--- config.mk ---
export PLATFORM = sky130hd
export DESIGN_NAME = serial_add_ctrl_flat
export DESIGN_NICKNAME = d
export VERILOG_FILES = /design/src/rtl/serial_add_ctrl_if.sv /design/src/rtl/serial_add_ctrl.sv /design/src/flat_wrapper.sv
export SDC_FILE = /design/constraint.sdc
export NUM_CORES = 1
export LEC_CHECK = 0
export BUFFER_PORTS_ARGS = -buffer_cell sky130_fd_sc_hd__buf_4
export CAP_MARGIN = 20
export CORE_ASPECT_RATIO = 1.75
export CORE_UTILIZATION = 49
export CTS_CLUSTER_SIZE = 30
export DETAILED_ROUTE_END_ITERATION = 10
export PLACE_DENSITY = 0.79
export SYNTH_ARGS = -nofsm -noshare
export SYNTH_HDL_FRONTEND = slang
export SYNTH_SLANG_ARGS = --single-unit
--- constraint.sdc ---
create_clock -name clk -period 1.45 [get_ports clk]
set_input_delay 0.29 -clock clk [delete_from_list [all_inputs] [get_ports clk]]
set_output_delay 0.29 -clock clk [all_outputs]
set_load 0.01 [all_outputs]
--- src/rtl/serial_add_ctrl_if.sv ---
// Request/result bundle for the bit-serial adder controller.
// The requester drives start/a/b and observes busy/done/sum/cout.
interface serial_add_ctrl_if #(
  parameter int WIDTH = 8
);
  logic             start;
  logic [WIDTH-1:0] a;
  logic [WIDTH-1:0] b;
  logic             busy;
  logic             done;
  logic [WIDTH-1:0] sum;
  logic             cout;

  modport master (
    output start, a, b,
    input  busy, done, sum, cout
  );

  modport slave (
    input  start, a, b,
    output busy, done, sum, cout
  );
endinterface

--- src/rtl/serial_add_ctrl.sv ---
// Bit-serial adder controller: one full-adder slice (two half adders plus
// an OR) is stepped over a WIDTH-bit operand pair, LSB first, one bit per
// clock. Result registers change only when an operation completes.

module half_adder (
  input  logic a,
  input  logic b,
  output logic sum,
  output logic cout
);
  assign sum  = a ^ b;
  assign cout = a & b;
endmodule

module serial_add_ctrl #(
  parameter int WIDTH = 8
) (
  input  logic              clk,
  input  logic              rst,
  serial_add_ctrl_if.slave  bus
);
  localparam int            CW       = $clog2(WIDTH) + 1;
  localparam logic [CW-1:0] CNT_LAST = CW'(WIDTH - 1);

  typedef enum logic [1:0] {
    IDLE = 2'b00,
    RUN  = 2'b01,
    DONE = 2'b10
  } state_e;

  state_e           state_q, state_d;
  logic [WIDTH-1:0] a_sh_q, a_sh_d;
  logic [WIDTH-1:0] b_sh_q, b_sh_d;
  logic [WIDTH-1:0] s_sh_q, s_sh_d;
  logic [WIDTH-1:0] sum_q, sum_d;
  logic [CW-1:0]    cnt_q, cnt_d;
  logic             carry_q, carry_d;
  logic             cout_q, cout_d;
  logic             busy_q, busy_d;
  logic             done_q, done_d;

  logic             ha0_sum, ha0_cout;
  logic             ha1_sum, ha1_cout;
  logic             carry_fa;
  logic [WIDTH-1:0] a_shift, b_shift, s_shift;

  // Counter increment as a ripple of half-adder terms, keeping the block free
  // of any behavioural adder.
  function automatic logic [CW-1:0] cnt_inc(input logic [CW-1:0] x);
    logic [CW-1:0] r;
    logic          c;
    c = 1'b1;
    for (int i = 0; i < CW; i++) begin
      r[i] = x[i] ^ c;
      c    = c & x[i];
    end
    return r;
  endfunction

  // The single full-adder slice: HA0 adds the operand bits, HA1 folds in carry.
  half_adder u_ha0 (
    .a    (a_sh_q[0]),
    .b    (b_sh_q[0]),
    .sum  (ha0_sum),
    .cout (ha0_cout)
  );

  half_adder u_ha1 (
    .a    (ha0_sum),
    .b    (carry_q),
    .sum  (ha1_sum),
    .cout (ha1_cout)
  );

  assign carry_fa = ha0_cout | ha1_cout;

  // Shifted views of the datapath registers; the new sum bit enters at the MSB.
  always_comb begin
    a_shift          = a_sh_q >> 1'b1;
    b_shift          = b_sh_q >> 1'b1;
    s_shift          = s_sh_q >> 1'b1;
    s_shift[WIDTH-1] = ha1_sum;
  end

  // Next-state and next-datapath decode for the IDLE/RUN/DONE sequencer.
  always_comb begin
    state_d = state_q;
    a_sh_d  = a_sh_q;
    b_sh_d  = b_sh_q;
    s_sh_d  = s_sh_q;
    carry_d = carry_q;
    cnt_d   = cnt_q;
    sum_d   = sum_q;
    cout_d  = cout_q;

    case (state_q)
      IDLE: begin
        if (bus.start) begin
          state_d = RUN;
          a_sh_d  = bus.a;
          b_sh_d  = bus.b;
          s_sh_d  = '0;
          carry_d = 1'b0;
          cnt_d   = '0;
        end else begin
          state_d = IDLE;
        end
      end
      RUN: begin
        a_sh_d  = a_shift;
        b_sh_d  = b_shift;
        s_sh_d  = s_shift;
        carry_d = carry_fa;
        cnt_d   = cnt_inc(cnt_q);
        if (cnt_q == CNT_LAST) begin
          // Last bit: publish the accumulator including this bit.
          state_d = DONE;
          sum_d   = s_shift;
          cout_d  = carry_fa;
        end else begin
          state_d = RUN;
        end
      end
      DONE: begin
        state_d = IDLE;
      end
      default: begin
        state_d = IDLE;
      end
    endcase

    // Status flags are registered copies of the next state's decode.
    busy_d = (state_d == RUN);
    done_d = (state_d == DONE);
  end

  // State, datapath and output registers with asynchronous clear.
  always_ff @(posedge clk or posedge rst) begin
    if (rst) begin
      state_q <= IDLE;
      a_sh_q  <= '0;
      b_sh_q  <= '0;
      s_sh_q  <= '0;
      carry_q <= 1'b0;
      cnt_q   <= '0;
      sum_q   <= '0;
      cout_q  <= 1'b0;
      busy_q  <= 1'b0;
      done_q  <= 1'b0;
    end else begin
      state_q <= state_d;
      a_sh_q  <= a_sh_d;
      b_sh_q  <= b_sh_d;
      s_sh_q  <= s_sh_d;
      carry_q <= carry_d;
      cnt_q   <= cnt_d;
      sum_q   <= sum_d;
      cout_q  <= cout_d;
      busy_q  <= busy_d;
      done_q  <= done_d;
    end
  end

  assign bus.busy = busy_q;
  assign bus.done = done_q;
  assign bus.sum  = sum_q;
  assign bus.cout = cout_q;
endmodule

--- src/flat_wrapper.sv ---
// flat-port wrapper written by rule: the top's interface ports become plain ports
module serial_add_ctrl_flat 
#(
  parameter int WIDTH = 8
)
  (clk, rst, bus_start, bus_a, bus_b, bus_busy, bus_done, bus_sum, bus_cout);
  serial_add_ctrl_if #(.WIDTH(WIDTH)) bus_i ();
  input  logic clk;
  input  logic rst;
  input wire logic [$bits(bus_i.start)-1:0] bus_start;
  input wire logic [$bits(bus_i.a)-1:0] bus_a;
  input wire logic [$bits(bus_i.b)-1:0] bus_b;
  output wire logic [$bits(bus_i.busy)-1:0] bus_busy;
  output wire logic [$bits(bus_i.done)-1:0] bus_done;
  output wire logic [$bits(bus_i.sum)-1:0] bus_sum;
  output wire logic [$bits(bus_i.cout)-1:0] bus_cout;
  assign bus_i.start = bus_start;
  assign bus_i.a = bus_a;
  assign bus_i.b = bus_b;
  assign bus_busy = bus_i.busy;
  assign bus_done = bus_i.done;
  assign bus_sum = bus_i.sum;
  assign bus_cout = bus_i.cout;
  serial_add_ctrl #(.WIDTH(WIDTH)) u_core (.clk(clk), .rst(rst), .bus(bus_i));
endmodule
==> impl_metrics.env, run 1 <==
export IMPL_ant_nets=0
export IMPL_worst_pin_slew_ns=0.5012
export IMPL_clock_latency_ns=0.29
export IMPL_drcViolationCount=0
export IMPL_cts_max_level=2
export IMPL_r2r_end="u_core.bus.sum[2]"
export IMPL_postSynthAreaPerCell_um2=12.15
export IMPL_powerDensity_nw_per_um2=2092
export IMPL_die_area_um2=3669
export IMPL_fmax_ghz=0.6718
export IMPL_path_buf_inv=1
export IMPL_io_buffers=29
export IMPL_synth_top_cell_area_share_pct=61.19
export IMPL_critPathTopFamily="flip-flops"
export IMPL_cp_start_kind="flip-flop"
export IMPL_hold_path_class="in2async"
export IMPL_final_cells=223
export IMPL_hold_viol_final=0
export IMPL_synth_top_area_cell="dfrtp_1"
export IMPL_period_share_pct=102.7
export IMPL_syn_cell_area_um2=1677
export IMPL_die_w_um=46.22
export IMPL_worst_ir_drop_vdd_uv=1176
export IMPL_period_needed_ns=1.489
export IMPL_critPathRequiredTime_ns=1.63
export IMPL_yosysUniqueCellTypes=18
export IMPL_die_h_um=79.38
export IMPL_met2_usage_pct=34.65
export IMPL_failed_checks="negative setup slack"
export IMPL_cpMaxStageDelayCell="dfrtp_1"
export IMPL_slew_viol_final=0
export IMPL_wl_per_cell_um=14.96
export IMPL_core_area_um2=3209
export IMPL_p_leak_nw=1.044
export IMPL_use_met1_pct=26.92
export IMPL_dp_cells=211
export IMPL_num_vias=1208
export IMPL_status="complete, but fails checks"
export IMPL_endpoint_kind="flip-flop"
export IMPL_final_common_cell="dfrtp_1"
export IMPL_start_util_pct=52.24
export IMPL_synth_seq_cells=41
export IMPL_antenna_found_initial=0
export IMPL_fill_cells=241
export IMPL_rsz0062_at_grt="true"
export IMPL_grt_max_degree=42
export IMPL_rr_startpoint="u_core.cnt_q[1]"
export IMPL_ys_seq_area_share_pct=61.19
export IMPL_hold_worst_slack_ns=0.1272
export IMPL_grt_usage_pct=21.62
export IMPL_cp_depth=5
export IMPL_syn_nets=160
export IMPL_finalSetupViolations=10
export IMPL_path_max_fanout=5
export IMPL_syn2layout_area_growth_pct=31.87
export IMPL_drt_total_wl_um=3336
export IMPL_synth_cells=138
export IMPL_drive_gt1_share_pct=36.67
export IMPL_r2r_cells=5
export IMPL_tns_ns=-0.2374
export IMPL_critPathArrivalTime_ns=1.66
export IMPL_layout_nets=201
export IMPL_root_buffer="clkbuf_8"
export IMPL_final_cell_mix="dfrtp_1 (41), buf_4 (38), nand2_1 (17), o21ai_0 (17), a22oi_1 (14)"
export IMPL_n_antenna_cell=0
export IMPL_rows=27
export IMPL_reg2reg_slack_ns=-0.04
export IMPL_clk_pin_slew_ns=0.08
export IMPL_routabilityCongestion=0.7054
export IMPL_drt_iter0_drc=32
export IMPL_yosysWarnings=0
export IMPL_ios=30
export IMPL_grt_pass1_wl_um=5616
export IMPL_grt_overflow=0
export IMPL_cts_hold_buf=0
export IMPL_via_per_inst=5.417
export IMPL_slew_headroom_pct=66.58
export IMPL_tritoncts="yes"
export IMPL_grt_busiest_layer="met2"
export IMPL_first_pass_iters=4
export IMPL_cap_violations=0
export IMPL_grt_pass1_vias=1221
export IMPL_grt_use_met3_pct=5.430
export IMPL_worst_slack_ns=-0.03861
export IMPL_crit_chain="ha_4 > nand2_4 > nor3_4 > buf_6 > mux2_4"
export IMPL_cts_sinks=41
export IMPL_synth_area_top_cells="dfrtp_1 (61%), mux2_2 (6.7%), a22oi_1 (6.3%), a22o_1 (5.7%), o21ai_0 (5.1%)"
export IMPL_path_class="reg2reg"
export IMPL_clockBufferDepth=2
export IMPL_hpwl_um=2272
export IMPL_cts_made_buffers=5
export IMPL_cpPeakStageDelay_ns=0.40
export IMPL_clock_skew_ns=0.006644
## cell type report
type / count / area [um^2] / share of cell area (%)
multi-input combinational: 88 / 668.1 / 30.22
tap: 43 / 53.80 / 2.434
inverter: 1 / 3.754 / 0.1698
timing repair buffer: 42 / 339.1 / 15.34
sequential: 41 / 1026 / 46.41
clock buffer: 6 / 82.58 / 3.735
clock inverter: 2 / 37.54 / 1.698
## logic make-up (layout without fill, tap and decap cells)
logic type | Yosys count | after routing | synth area share (%)
adder cells (fa/ha/maj) | 3 | 3 | 2.686
AO/OA/AOI/OAI | 47 | 47 | 18.95
multiplexers | 10 | 10 | 6.717
flip-flops | 41 | 41 | 61.19
buffers and inverters | 9 | 51 | 2.313
AND/OR/NAND/NOR | 28 | 28 | 8.134
## state kept, by name (all words and copies together) (netlist names)
signal	flops
u_core.b_sh_q	8
u_core.state_q	2
u_core.cnt_q	4
u_core.carry_q	1
u_core.bus.done	1
u_core.bus.sum	8
u_core.s_sh_q	7
u_core.bus.busy	1
u_core.a_sh_q	8
u_core.bus.cout	1
## how the worst max path moves through the flow
| stage | from | slack, ns | endpoint |
|---|---|---|---|
| 2_1_floorplan | u_core.cnt_q[0] | 0.04 | u_core.bus.cout |
| 6_report | u_core.cnt_q[1] | -0.04 | u_core.bus.sum[2] |
| 3_3_place_gp | u_core.cnt_q[0] | 0.08 | u_core.bus.cout |
| 5_1_grt | u_core.cnt_q[1] | -0.08 | u_core.bus.sum[2] |
| 3_5_place_dp | u_core.cnt_q[0] | -0.05 | u_core.bus.sum[7] |
| 4_1_cts | u_core.cnt_q[0] | -0.05 | u_core.bus.sum[7] |
## metrics by stage
| step | cell area, um^2 | utilization, % | worst slack, ns | power [mW] |
|---|---|---|---|---|
| final | 2211 | 68.89 | -0.03861 | 4.624 |
| after detailed placement | 2006 | 62.50 | -0.05272 | 3.497 |
| after global routing | 2211 | 68.89 | -0.08369 | 4.924 |
| after floorplan | 1677 | - | 0.04221 | 2.849 |
| after global placement | 2006 | 62.50 | 0.07769 | 3.375 |
| after CTS | 2188 | 68.19 | -0.04761 | 4.550 |
## synth_stat cells
| master | number |
|---|---|
| clkbuf_1 | 4 |
| nor3_4 | 1 |
| ha_1 | 2 |
| o21bai_2 | 1 |
| dfrtp_1 | 41 |
| nand2_1 | 18 |
| o21ai_0 | 17 |
| fa_1 | 1 |
| a22o_1 | 11 |
| buf_2 | 4 |
| mux2_2 | 10 |
| inv_1 | 1 |
| nor2_1 | 2 |
| nor3_1 | 1 |
| a22oi_1 | 14 |
| nand2b_2 | 1 |
| a21oi_1 | 4 |
| nor2b_1 | 5 |
## worst register-to-register path, delay by kind of cell, from the launching register on
family	cells	cell delay (ns)
multiplexers	1	0.30
buffers and inverters	1	0.18
adder cells (fa/ha/maj)	1	0.18
flip-flops	1	0.40
AND/OR/NAND/NOR	2	0.31
## report_power, final
group	leakage (nW)	switching (mW)	internal (mW)	total (mW)
logic	0.454	0.791	0.976	1.77
registers	0.533	0.323	1.59	1.92
clock network	0.0574	0.383	0.559	0.942
## layer usage
| metal | share of wire, % | vias to the layer above |
|---|---|---|
| met4 | 1.8 | 0 |
| met1 | 40 | 595 |
| met5 | 0 | - |
| met2 | 54 | 31 |
| met3 | 3.5 | 6 |
| li1 | - | 576 |
## what timing repair did
item | 4_1_cts | 5_1_grt
pin swaps | 0 | 2
cloned | 1 | 0
buffers inserted | 4 | 1
gates resized for setup | 3 | 15
endpoints found under the setup margin | 9 | 12
Power figures use the tool's default switching activity.
==> run 2: changes to the inputs <==
CORE_UTILIZATION = 52   (was 49)
PLACE_DENSITY = 0.8   (was 0.79)
clock period = 1.7 ns   (was 1.45 ns; I/O delays follow)
==> run 2 against run 1 <==
Die area is 5.6% lower. Worst hold slack better by 0.037 ns. Non-clock buffer count is 6 lower. Power is 17% lower. Global-route usage is 0.31 points higher. Clock skew is 0.0037 ns higher. Register-to-register slack better by 0.24 ns. Final cell count is 3.1% lower. The run now ends clean.
==> impl_metrics.env, run 2 (synthesis gave the netlist of run 1 again) <==
export IMPL_final_util_pct=70.94
export IMPL_path_buf_inv=1
export IMPL_endpoint_kind="flip-flop"
export IMPL_cpMaxStageDelayCell="dfrtp_1"
export IMPL_antenna_found_initial=0
export IMPL_grt_pass1_vias=1224
export IMPL_root_buffer="clkbuf_8"
export IMPL_r2r_cells=5
export IMPL_layout_nets=195
export IMPL_period_needed_ns=1.495
export IMPL_clk_pin_slew_ns=0.08
export IMPL_finalSetupViolations=0
export IMPL_ios=30
export IMPL_drt_total_wl_um=3278
export IMPL_cts_resized=0
export IMPL_cpPeakStageDelay_ns=0.38
export IMPL_path_class="reg2reg"
export IMPL_drt_iter0_drc=28
export IMPL_clock_latency_ns=0.30
export IMPL_drcViolationCount=0
export IMPL_grt_max_degree=42
export IMPL_hpwl_um=2260
export IMPL_num_vias=1192
export IMPL_start_util_pct=56.02
export IMPL_routabilityCongestion=0.6750
export IMPL_cp_start_kind="flip-flop"
export IMPL_cts_max_level=2
export IMPL_fmax_ghz=0.6689
export IMPL_drive_gt1_share_pct=32.76
export IMPL_grt_overflow=0
export IMPL_rr_startpoint="u_core.cnt_q[0]"
export IMPL_critPathRequiredTime_ns=1.88
export IMPL_cts_made_buffers=5
export IMPL_use_met1_pct=26.56
export IMPL_path_max_fanout=10
export IMPL_r2r_end="u_core.bus.sum[1]"
export IMPL_cp_depth=5
export IMPL_ant_nets=0
export IMPL_clockBufferDepth=2
export IMPL_period_share_pct=87.94
export IMPL_slew_viol_final=0
export IMPL_startpoint="u_core.cnt_q[0]"
export IMPL_clock_skew_ns=0.01033
export IMPL_grt_use_met3_pct=6.588
export IMPL_cts_sinks=41
export IMPL_worst_ir_drop_vdd_uv=1494
export IMPL_tritoncts="yes"
export IMPL_critPathArrivalTime_ns=1.67
export IMPL_hold_path_class="in2async"
export IMPL_die_h_um=77.12
export IMPL_tns_ns=0
export IMPL_finalPower_mw=3.829
export IMPL_p_leak_nw=1.001
export IMPL_n_antenna_cell=0
export IMPL_core_area_um2=2993
export IMPL_die_area_um2=3464
export IMPL_syn2layout_area_growth_pct=26.64
export IMPL_met2_usage_pct=35.07
export IMPL_critPathCapture="u_core.bus.sum[1]"
export IMPL_via_per_inst=5.519
export IMPL_first_pass_iters=4
export IMPL_crit_chain="ha_1 > nand2_1 > nor3_4 > buf_12 > mux2_2"
export IMPL_worst_pin_slew_ns=0.5015
export IMPL_cap_violations=0
export IMPL_rows=26
export IMPL_io_buffers=29
export IMPL_final_cell_mix="dfrtp_1 (41), buf_4 (34), nand2_1 (18)"
export IMPL_grt_busiest_layer="met2"
export IMPL_status="completed"
export IMPL_powerDensity_nw_per_um2=1804
export IMPL_slew_headroom_pct=66.57
export IMPL_hold_viol_final=0
export IMPL_final_common_cell="dfrtp_1"
export IMPL_critPathTopFamily="flip-flops"
export IMPL_grt_pass1_wl_um=5457
export IMPL_reg2reg_slack_ns=0.21
export IMPL_die_w_um=44.93
export IMPL_wl_per_cell_um=15.18
export IMPL_rsz0062_at_grt="false"
export IMPL_grt_usage_pct=21.93
[run 2: routing by layer]
layer	share of wire (%)	up-vias
met2	56	27
met5	0	-
met4	0.76	0
met3	3.2	2
li1	-	563
met1	40	600
[run 2: worst min-delay path: cells and delay by family]
family | cells | cell delay, ns
buf+inv | 3 | 0.58
[run 2: repair_timing]
action	in CTS	in global routing
setup endpoints to repair	0	9
hold buffers	0	0
setup buffers	0	1
[run 2: layout make-up]
class	count	area [um^2]
Fill cell	242	869.6
Sequential cell	41	1026
Multi-Input combinational cell	88	611.8
Clock inverter	3	65.06
Inverter	1	3.754
Timing Repair Buffer	36	295.3
Clock buffer	5	68.82
Tap cell	42	52.55
[run 2: how the worst min path moves through the flow]
stage	cells after the start	slack, ns	endpoint	start
2_1_floorplan	2	0.45	u_core.a_sh_q[5]	u_core.a_sh_q[5]
3_3_place_gp	2	0.46	u_core.a_sh_q[1]	u_core.a_sh_q[1]
3_5_place_dp	2	0.48	u_core.b_sh_q[1]	u_core.b_sh_q[1]
4_1_cts	3	0.17	u_core.s_sh_q[4]	rst
5_1_grt	3	0.20	u_core.bus.sum[2]	rst
6_report	3	0.16	u_core.s_sh_q[4]	rst
[run 2: power breakdown]
group / switching (mW) / leakage (nW) / internal, mW
registers: 0.244 / 0.533 / 1.36
clock network: 0.330 / 0.0681 / 0.583
logic: 0.633 / 0.400 / 0.681
[run 2: per-stage QoR]
| step | setup slack [ns] | std cells | area [um^2] | hold WS, ns |
|---|---|---|---|---|
| finish | 0.2050 | 216 | 2123 | 0.1643 |
| global route | 0.1281 | 216 | 2123 | 0.1994 |
| CTS | 0.08257 | 215 | 2103 | 0.1694 |
| detailed placement | 0.07577 | 207 | 1969 | 0.4767 |
| global placement | 0.1877 | 207 | 1969 | 0.4631 |
| floorplan | 0.2922 | 138 | 1677 | 0.4502 |
